$ cat config.mk
export PLATFORM = sky130hd
export DESIGN_NAME = seg7_scan_driver
export DESIGN_NICKNAME = d
export VERILOG_FILES = /design/src/rtl/seg7_scan_driver.sv
export SDC_FILE = /design/constraint.sdc
export NUM_CORES = 1
export LEC_CHECK = 0
export ABC_AREA = 1
export CAP_MARGIN = 10
export CORE_UTILIZATION = 56
export DETAILED_ROUTE_END_ITERATION = 7
export PLACE_DENSITY = 0.83
export RECOVER_POWER = 50
export REMOVE_ABC_BUFFERS = 1
export SLEW_MARGIN = 20
export SYNTH_ARGS = -nofsm -noshare
export SYNTH_HDL_FRONTEND = slang
export SYNTH_SLANG_ARGS = --single-unit
$ cat constraint.sdc
create_clock -name clk -period 3.43 [get_ports clk]
set_input_delay 0.686 -clock clk [delete_from_list [all_inputs] [get_ports clk]]
set_output_delay 0.686 -clock clk [all_outputs]
set_load 0.02 [all_outputs]
$ cat src/rtl/seg7_scan_driver.sv
// Multiplexed DIGITS-digit 7-segment driver with per-frame snapshot and a blanking guard per slot.
// Optional leading-zero suppression is enabled by defining SEG7_LZ_BLANK_EN.

module decode_7seg_hex (
    input  logic [3:0] i_nibble,
    output logic [6:0] o_seg
);
    // Segment order is {g,f,e,d,c,b,a}; a 1 lights the segment.
    always_comb begin
        o_seg = 7'h00;
        case (i_nibble)
            4'h0: o_seg = 7'h3F;
            4'h1: o_seg = 7'h06;
            4'h2: o_seg = 7'h5B;
            4'h3: o_seg = 7'h4F;
            4'h4: o_seg = 7'h66;
            4'h5: o_seg = 7'h6D;
            4'h6: o_seg = 7'h7D;
            4'h7: o_seg = 7'h07;
            4'h8: o_seg = 7'h7F;
            4'h9: o_seg = 7'h6F;
            4'hA: o_seg = 7'h77;
            4'hB: o_seg = 7'h7C;
            4'hC: o_seg = 7'h39;
            4'hD: o_seg = 7'h5E;
            4'hE: o_seg = 7'h79;
            4'hF: o_seg = 7'h71;
            default: o_seg = 7'h00;
        endcase
    end
endmodule

module seg7_scan_driver #(
    parameter int DIGITS          = 4,
    parameter int DIV             = 256,
    parameter int BLANK           = 16,
    parameter int DIG_ACTIVE_HIGH = 1
) (
    input  logic                  clk,
    input  logic                  reset,
    input  logic                  enable,
    input  logic [4*DIGITS-1:0]   value,
    input  logic                  seg_pol,
    output logic [6:0]            seg_out,
    output logic [DIGITS-1:0]     dig_out,
    output logic                  frame_tick
);
    localparam int IDX_W = (DIGITS > 1) ? $clog2(DIGITS) : 1;
    localparam int CNT_W = $clog2(DIV);
    localparam logic [CNT_W-1:0]  CNT_LAST = CNT_W'(DIV - 1);
    localparam logic [IDX_W-1:0]  IDX_LAST = IDX_W'(DIGITS - 1);
    localparam logic [DIGITS-1:0] DIG_OFF  = (DIG_ACTIVE_HIGH != 0) ? {DIGITS{1'b0}} : {DIGITS{1'b1}};

    logic [CNT_W-1:0]    r_cnt;
    logic [IDX_W-1:0]    r_idx;
    logic [4*DIGITS-1:0] r_snap;
    logic [6:0]          r_seg;
    logic [DIGITS-1:0]   r_dig;
    logic                r_tick;

    logic [3:0]          w_nibble;
    logic [6:0]          w_dec;
    logic [DIGITS-1:0]   w_onehot;
    logic [DIGITS-1:0]   w_lz_off;
    logic                w_frame_start;
    logic                w_show;

    assign w_nibble      = r_snap[4*int'(r_idx) +: 4];
    assign w_onehot      = DIGITS'(1) << r_idx;
    assign w_frame_start = enable && (r_cnt == '0) && (r_idx == '0);

    decode_7seg_hex u_dec (
        .i_nibble (w_nibble),
        .o_seg    (w_dec)
    );

`ifdef SEG7_LZ_BLANK_EN
    // Digit k is suppressed when it and every higher nibble of the snapshot are zero.
    always_comb begin
        logic lz_acc;
        lz_acc   = 1'b1;
        w_lz_off = '0;
        for (int k = DIGITS - 1; k >= 0; k--) begin
            lz_acc      = lz_acc && (r_snap[4*k +: 4] == 4'h0);
            w_lz_off[k] = lz_acc && (k != 0);
        end
    end
`else
    assign w_lz_off = '0;
`endif

    assign w_show = enable && (r_cnt >= CNT_W'(BLANK)) && !w_lz_off[r_idx];

    always_ff @(posedge clk) begin
        if (reset) begin
            r_cnt  <= '0;
            r_idx  <= '0;
            r_snap <= '0;
            r_tick <= 1'b0;
            r_seg  <= {7{~seg_pol}};
            r_dig  <= DIG_OFF;
        end else begin
            r_tick <= w_frame_start;
            if (w_frame_start)
                r_snap <= value;

            if (!enable) begin
                r_cnt <= '0;
                r_idx <= '0;
            end else if (r_cnt == CNT_LAST) begin
                r_cnt <= '0;
                r_idx <= (r_idx == IDX_LAST) ? '0 : r_idx + 1'b1;
            end else begin
                r_cnt <= r_cnt + 1'b1;
            end

            // Snapshot edge has cnt == 0 < BLANK, so a lit slot never sees a half-loaded snap.
            if (w_show) begin
                r_dig <= w_onehot ^ DIG_OFF;
                r_seg <= seg_pol ? w_dec : ~w_dec;
            end else begin
                r_dig <= DIG_OFF;
                r_seg <= {7{~seg_pol}};
            end
        end
    end

    assign seg_out    = r_seg;
    assign dig_out    = r_dig;
    assign frame_tick = r_tick;
endmodule

* After elaboration in Yosys (flattened, before gate mapping)
Memory sizes are Yosys's and may differ from the RTL's.
Cells that the tools add are included.
** Storage, ports and cells
- Register bits :: 38
- Bits in read-only memories :: 112
- Input bits :: 20
- Output and inout port bits :: 12
- Word-level logic and storage cells :: 35
- Memories :: 1
** Operators by class
- $add $sub $neg :: 2
- Order comparisons :: 2
- Equal/unequal tests :: 2
- Shift-type cells :: 2
- Mux-type cells :: 6
- Bitwise logic cells :: 4
- Reductions and logical operators :: 10
** Memory list
- (no name shown) :: words 16, bits a word 7, rd ports 1, clocked after Yosys merged registers in 0, wr ports 0, line 11 : case (i_nibble)
** Operators by type and width (number)
- 2-to-1 mux 7 bit :: 3
- indexed part select 16 x 5 -> 4 bit :: 1
- adder 8 x 1 -> 8 bit, second input constant :: 1
- equality test 8 bit, second input constant :: 1
- >= comparator 8 x 5 -> 1 bit, second input constant :: 1
- logical NOT 8 bit :: 1
- NOT 7 bit :: 1
- logical AND 1 bit :: 4
- OR reduction 2 bit :: 2
- left shift 1 x 2 -> 4 bit, first input constant :: 1
- < comparator 2 x 3 -> 1 bit, second input constant :: 1
- NOT 1 bit :: 3
- OR reduction 3 bit :: 1
- adder 2 x 1 -> 2 bit, second input constant :: 1
- binary-select mux 1 bit (select 2 bit) :: 1
- equality test 2 bit, second input constant :: 1
- logical NOT 2 bit :: 1
- 2-to-1 mux 2 bit :: 1
- logical NOT 1 bit :: 1
- 2-to-1 mux 1 bit :: 1

* Logic depth before layout (Yosys ltp)
- Word-level depth :: 6
- Gate-level depth with buffers :: 13
- Gate-level depth less buffers :: 12

* Hierarchy
From an unflattened synthesis, not the netlist that was laid out.
** Second synthesis, totals
- Cell total of the unflattened synthesis :: 313
- Area, all modules :: 2069.5 µm²
** Modules (own cells, without submodules)
- seg7_scan_driver :: times used 1, cells an instance 259, area each 1784.2 µm², sequential area each 760.7 µm²
- decode_7seg_hex :: times used 1, cells an instance 54, area each 285.3 µm², sequential area each 0.0 µm²

* Worst setup path after synthesis
No wires, ideal clock.
- Path type :: reg2reg
- From :: reg r_idx[0]
- To :: reg r_seg[0] (netlist: seg_out[0])
- Library setup time :: 0.112 ns
- Arrival :: 1.556 ns
- Required time :: 3.318 ns
- Setup slack :: 1.761 ns
- Stages on the path, launching flop included :: 14
- Path buffers :: 1
- Clock period less this slack :: 1.669 ns
- Cells stage by stage :: dfxtp_1 > inv_2 > buf_6 > nand2_1 > nand3_1 > nand2_1 > inv_1 > ha_1 > inv_1 > nor2_2 > a21oi_2 > nand2_1 > nand2_1 > nand2_1
** On the way
- Word-level cells in the longest chain between the ends :: 6
- Elaborated cells on any way between the ends :: 10
- Those cells by class :: shift (1); mux (5); bitwise (1); reduce/logical (2); memory (1)
** Ends and longest elaborated chain
- from (decl) :: line 55 : logic [IDX_W-1:0] r_idx;
- from (signal assigned) :: line 112 : r_idx <= (r_idx == IDX_LAST) ? '0 : r_idx + 1'b1;
- indexed part select 16 x 5 -> 4 bit or binary-select mux 1 bit (select 2 bit) (tied branches) :: line 68, 92
- memory read (16 x 7 bit) or 2-to-1 mux 1 bit (tied branches)
- NOT 7 bit or logical NOT 1 bit (tied branches) :: line 120, 92
- 2-to-1 mux 7 bit or logical AND 1 bit (tied branches) :: line 120, 92
- 2-to-1 mux 7 bit * :: line 118 : if (w_show) begin
- 2-to-1 mux 7 bit * :: line 95 : if (reset) begin
- to (signal assigned) :: line 100 : r_seg <= {7{~seg_pol}};
- to (signal assigned) :: line 120 : r_seg <= seg_pol ? w_dec : ~w_dec;
- to (signal assigned) :: line 123 : r_seg <= {7{~seg_pol}};
- to (decl) :: line 57 : logic [6:0] r_seg;
Every way passes the cells marked *; elsewhere a longest branch is shown, timed or not. The select of a mux whose other input is x is not followed.
A chain may end at the register's enable or synchronous reset.

* Worst setup path in the final report
Same ends and word-level chain as after synthesis.

==> results_tabular.tex <==
\begin{tabular}{lr}
\hline
Metric & Value \\
\hline
\multicolumn{2}{l}{\textbf{Outcome}} \\
Status & finished clean \\
\multicolumn{2}{l}{\textbf{Floorplanning}} \\
Die area & 3540 µm² \\
Initial Util & 59.6\% \\
Die height & 59.5 µm \\
Floorplan row count & 20 \\
Number of top-level design ports & 32 \\
Core region area & about 3100 µm² \\
Horizontal die dimension & just under 60 µm \\
\multicolumn{2}{l}{\textbf{Yosys}} \\
Total of warnings raised by yosys & 0 \\
Mapped cell area & around 1800 µm² \\
Portion of the post-synthesis area used by sequential elements & 41.1\% \\
Total of flip-flops plus latches after synthesis & 38 \\
Unique cell type count in the Yosys netlist & 28 \\
Cell count after synthesis & approximately 260 \\
Mapped Avg Cell Area & around 7.3 µm² \\
\multicolumn{2}{l}{\textbf{Placed design}} \\
Final estimated routing congestion in global placement & 0.812 \\
Number of placed instances with taps included & between 300 and 400 \\
Dpl hpwl & roughly 2.5 mm \\
Port Buffers & 31 \\
\multicolumn{2}{l}{\textbf{Clock tree}} \\
Root buffer cell & sky130\_fd\_sc\_hd\_\_clkbuf\_4 \\
Largest buffer count on any clock path & 2 \\
Sink count of the clock tree & 38 \\
Clock buffer count from CTS & 5 \\
TritonCTS clock tree & yes \\
PostCTS Resize Cnt & 0 \\
Number of H-tree branching levels & 2 \\
Clk\_lat worst skew & around 0.35 ns \\
Number of setup buffers added after CTS & 0 \\
Clock-pin slew on the worst setup and hold paths & between 0.1 and 0.15 ns \\
Post-cts hold buffer count & 0 \\
\multicolumn{2}{l}{\textbf{Setup path}} \\
Worst-path cell with the longest stage delay & sky130\_fd\_sc\_hd\_\_dfxtp\_1 \\
Data arrival time at the worst-slack endpoint & between 2 and 2.5 ns \\
Critical path, cell by cell & inv\_1, nand2\_1, nand3\_1, nand2\_1, inv\_1, ha\_1, inv\_1, nor2\_2, a21oi\_2, nand2\_1, nand2\_1, nand2\_1 \\
Family of cells with the greatest summed delay on the critical path & simple AND/OR/NAND/NOR gates \\
CP Launch Type & flop \\
Worst setup EP type & flop \\
Most numerous cell on the critical path & sky130\_fd\_sc\_hd\_\_nand2\_1 \\
Worst Path Required & between 3 and 4 ns \\
Count of buffer and inverter cells on the critical path & 3 \\
CP Max Fanout & 13 \\
Crit-path max cell delay & approximately 0.58 ns \\
Critical path start-end classification & reg2reg \\
\multicolumn{2}{l}{\textbf{Timing}} \\
Fin crit share & between 60\% and 70\% \\
Setup clock skew after layout & about 0.0085 ns \\
Unrepaired setup endpoints after global routing & false \\
Worst hold slack across all endpoints & $\sim$0.49 ns \\
Final setup violation count & 0 \\
Final critical-path required period & around 2.2 ns \\
Tightest Pin Transition & around 0.45 ns \\
Peak clock frequency supported by timing & roughly 450 MHz \\
Fin. Hold Viols & 0 \\
TNS Setup & 0 ns \\
Pins Over Slew Limit & 0 \\
Worst slew margin relative to its limit & a little over two thirds \\
\multicolumn{2}{l}{\textbf{Route}} \\
Via-per-instance ratio & 4.85 \\
Count of unresolved DRC violations after routing & 0 \\
Total Routed Length & between 3 and 4 mm \\
Count of vias placed by the detailed router & 1607 \\
Number of design-rule violations left by the first detailed-router iteration & 72 \\
First-pass DRT Iterations & 4 \\
Residual antenna-violating net count after detailed routing & 0 \\
Routed length per instance & around 9.7 µm \\
\multicolumn{2}{l}{\textbf{Global route}} \\
Overall routing resource usage & a little over a fifth \\
Total grt overflow & 0 \\
Global-route wire length before repair & a little under 6 mm \\
Number of antenna violations at the first check in global routing & 0 \\
Pin count of the biggest net entering global routing & 19 \\
Via count of the first global-routing pass & between 1000 and 1500 \\
\multicolumn{2}{l}{\textbf{Flow run}} \\
Max-cap check violation count & 0 \\
\multicolumn{2}{l}{\textbf{Worst hold path}} \\
Kind of path behind the tightest hold check & reg2reg \\
\multicolumn{2}{l}{\textbf{Final layout}} \\
Fillers & $\sim$290 \\
Net count of the finished layout & 317 \\
Count of non-filler cells in the finished layout & 331 \\
Top library cells by usage in the layout, fill and taps aside & sky130\_fd\_sc\_hd\_\_nand2\_1, sky130\_fd\_sc\_hd\_\_nor2\_1, sky130\_fd\_sc\_hd\_\_dfxtp\_1 \\
Ant. Diodes & 0 \\
Fraction of final layout cells with drive strength greater than 1 & $\sim$6.6\% \\
Leading cell type in the layout, fill and taps excluded & sky130\_fd\_sc\_hd\_\_nand2\_1 \\
Signed area change from the synthesized netlist to the final layout & 20.0\% \\
\multicolumn{2}{l}{\textbf{Power}} \\
Power per cell area & between 300 and 400 nW/µm² \\
Lkg Pwr & 0.998 nW \\
Worst vdd ir & between 0.2 and 0.3 mV \\
\hline
\end{tabular}
-- report_power, final --
group | internal [W] | total, W | switching [W] | leakage (nW)
Clock | 0.0000736 | 0.000213 | 0.000139 | 0.0308
Sequential | 0.000463 | 0.000474 | 0.0000104 | 0.313
Combinational | 0.0000575 | 0.000133 | 0.0000753 | 0.654
Total | 0.000594 | 0.000819 | 0.000225 | 0.998
-- area by class of cell --
| class | instances | area [µm²] | area share [%] |
|---|---|---|---|
| multi-input cells | 189 | 958 | 43.2 |
| flip-flops and latches | 38 | 761 | 34.3 |
| repair buffers | 31 | 310 | 14.0 |
| inverters | 22 | 87.6 | 3.95 |
| well taps | 44 | 55.1 | 2.48 |
| clock buffers | 5 | 37.5 | 1.69 |
| clock inverters | 2 | 10.0 | 0.451 |
-- registers in the layout (all words and copies together), names as in the netlist --
signal	cells
dig_out	4
frame_tick	1
r_cnt	8
r_idx	2
r_snap	16
seg_out	7
-- metrics by stage --
stage                     power (W)  setup WS, ns  area [µm²]  utilization, %
after floorplan            0.000568          1.63        1810               -
after global placement     0.000614          1.11        2170            70.0
after detailed placement   0.000618          1.04        2170            70.0
after CTS                  0.000821          1.32        2220            71.5
after global routing       0.000863         0.926        2220            71.5
final                      0.000819          1.22        2220            71.5
-- final timing paths --
check                    end  depth (start not counted)  startpoint  slack [ns]
setup / recovery  seg_out[0]                         12    r_idx[0]        1.22
hold / removal      r_cnt[0]                          1    r_cnt[0]        0.49
setup reg to reg  seg_out[0]                         12    r_idx[0]        1.22
hold reg to reg     r_cnt[0]                          1    r_cnt[0]        0.49
-- cell families after synthesis --
| kind of cell | after synthesis | synth area share (%) |
|---|---|---|
| buf+inv | 28 | 7.04 |
| flops | 38 | 41.1 |
| xor+xnor | 2 | 0.947 |
| compound gates | 25 | 7.17 |
| fa+ha+maj | 10 | 6.77 |
| simple gates | 152 | 36.9 |
-- per-layer routing --
metal,global-route usage [%],vias to the layer above,routed length [µm]
li1,-,880,-
met3,6.55,5,141
met1,27.0,685,1590
met2,35.8,37,1420
met4,8.16,0,51
met5,0,-,0
-- Yosys cell counts --
master / count / area, µm²
sky130_fd_sc_hd__nand3_4: 2 / 35.0
sky130_fd_sc_hd__clkbuf_1: 2 / 7.51
sky130_fd_sc_hd__a21oi_2: 1 / 8.76
sky130_fd_sc_hd__nand3_2: 2 / 20.0
sky130_fd_sc_hd__nor2_1: 47 / 176
sky130_fd_sc_hd__o21ai_0: 18 / 90.1
sky130_fd_sc_hd__nor2_2: 1 / 6.26
sky130_fd_sc_hd__ha_1: 10 / 125
sky130_fd_sc_hd__and3_1: 1 / 6.26
sky130_fd_sc_hd__nand2_4: 2 / 22.5
sky130_fd_sc_hd__inv_1: 18 / 67.6
sky130_fd_sc_hd__inv_2: 2 / 7.51
sky130_fd_sc_hd__nand4_1: 3 / 18.8
sky130_fd_sc_hd__a31oi_1: 1 / 6.26
sky130_fd_sc_hd__a21oi_1: 4 / 20.0
sky130_fd_sc_hd__nand2_2: 1 / 6.26
sky130_fd_sc_hd__dfxtp_1: 38 / 761
sky130_fd_sc_hd__nand3b_1: 1 / 7.51
sky130_fd_sc_hd__nand2_1: 62 / 233
sky130_fd_sc_hd__inv_4: 2 / 12.5
sky130_fd_sc_hd__buf_6: 2 / 22.5
sky130_fd_sc_hd__buf_4: 1 / 7.51
sky130_fd_sc_hd__a211oi_1: 1 / 7.51
sky130_fd_sc_hd__buf_2: 1 / 5.00
sky130_fd_sc_hd__nor3_1: 6 / 30.0
sky130_fd_sc_hd__nand3_1: 23 / 115
sky130_fd_sc_hd__nor4_1: 1 / 6.26
sky130_fd_sc_hd__xor2_1: 2 / 17.5
Note: power is estimated with default switching activity, not from simulation.
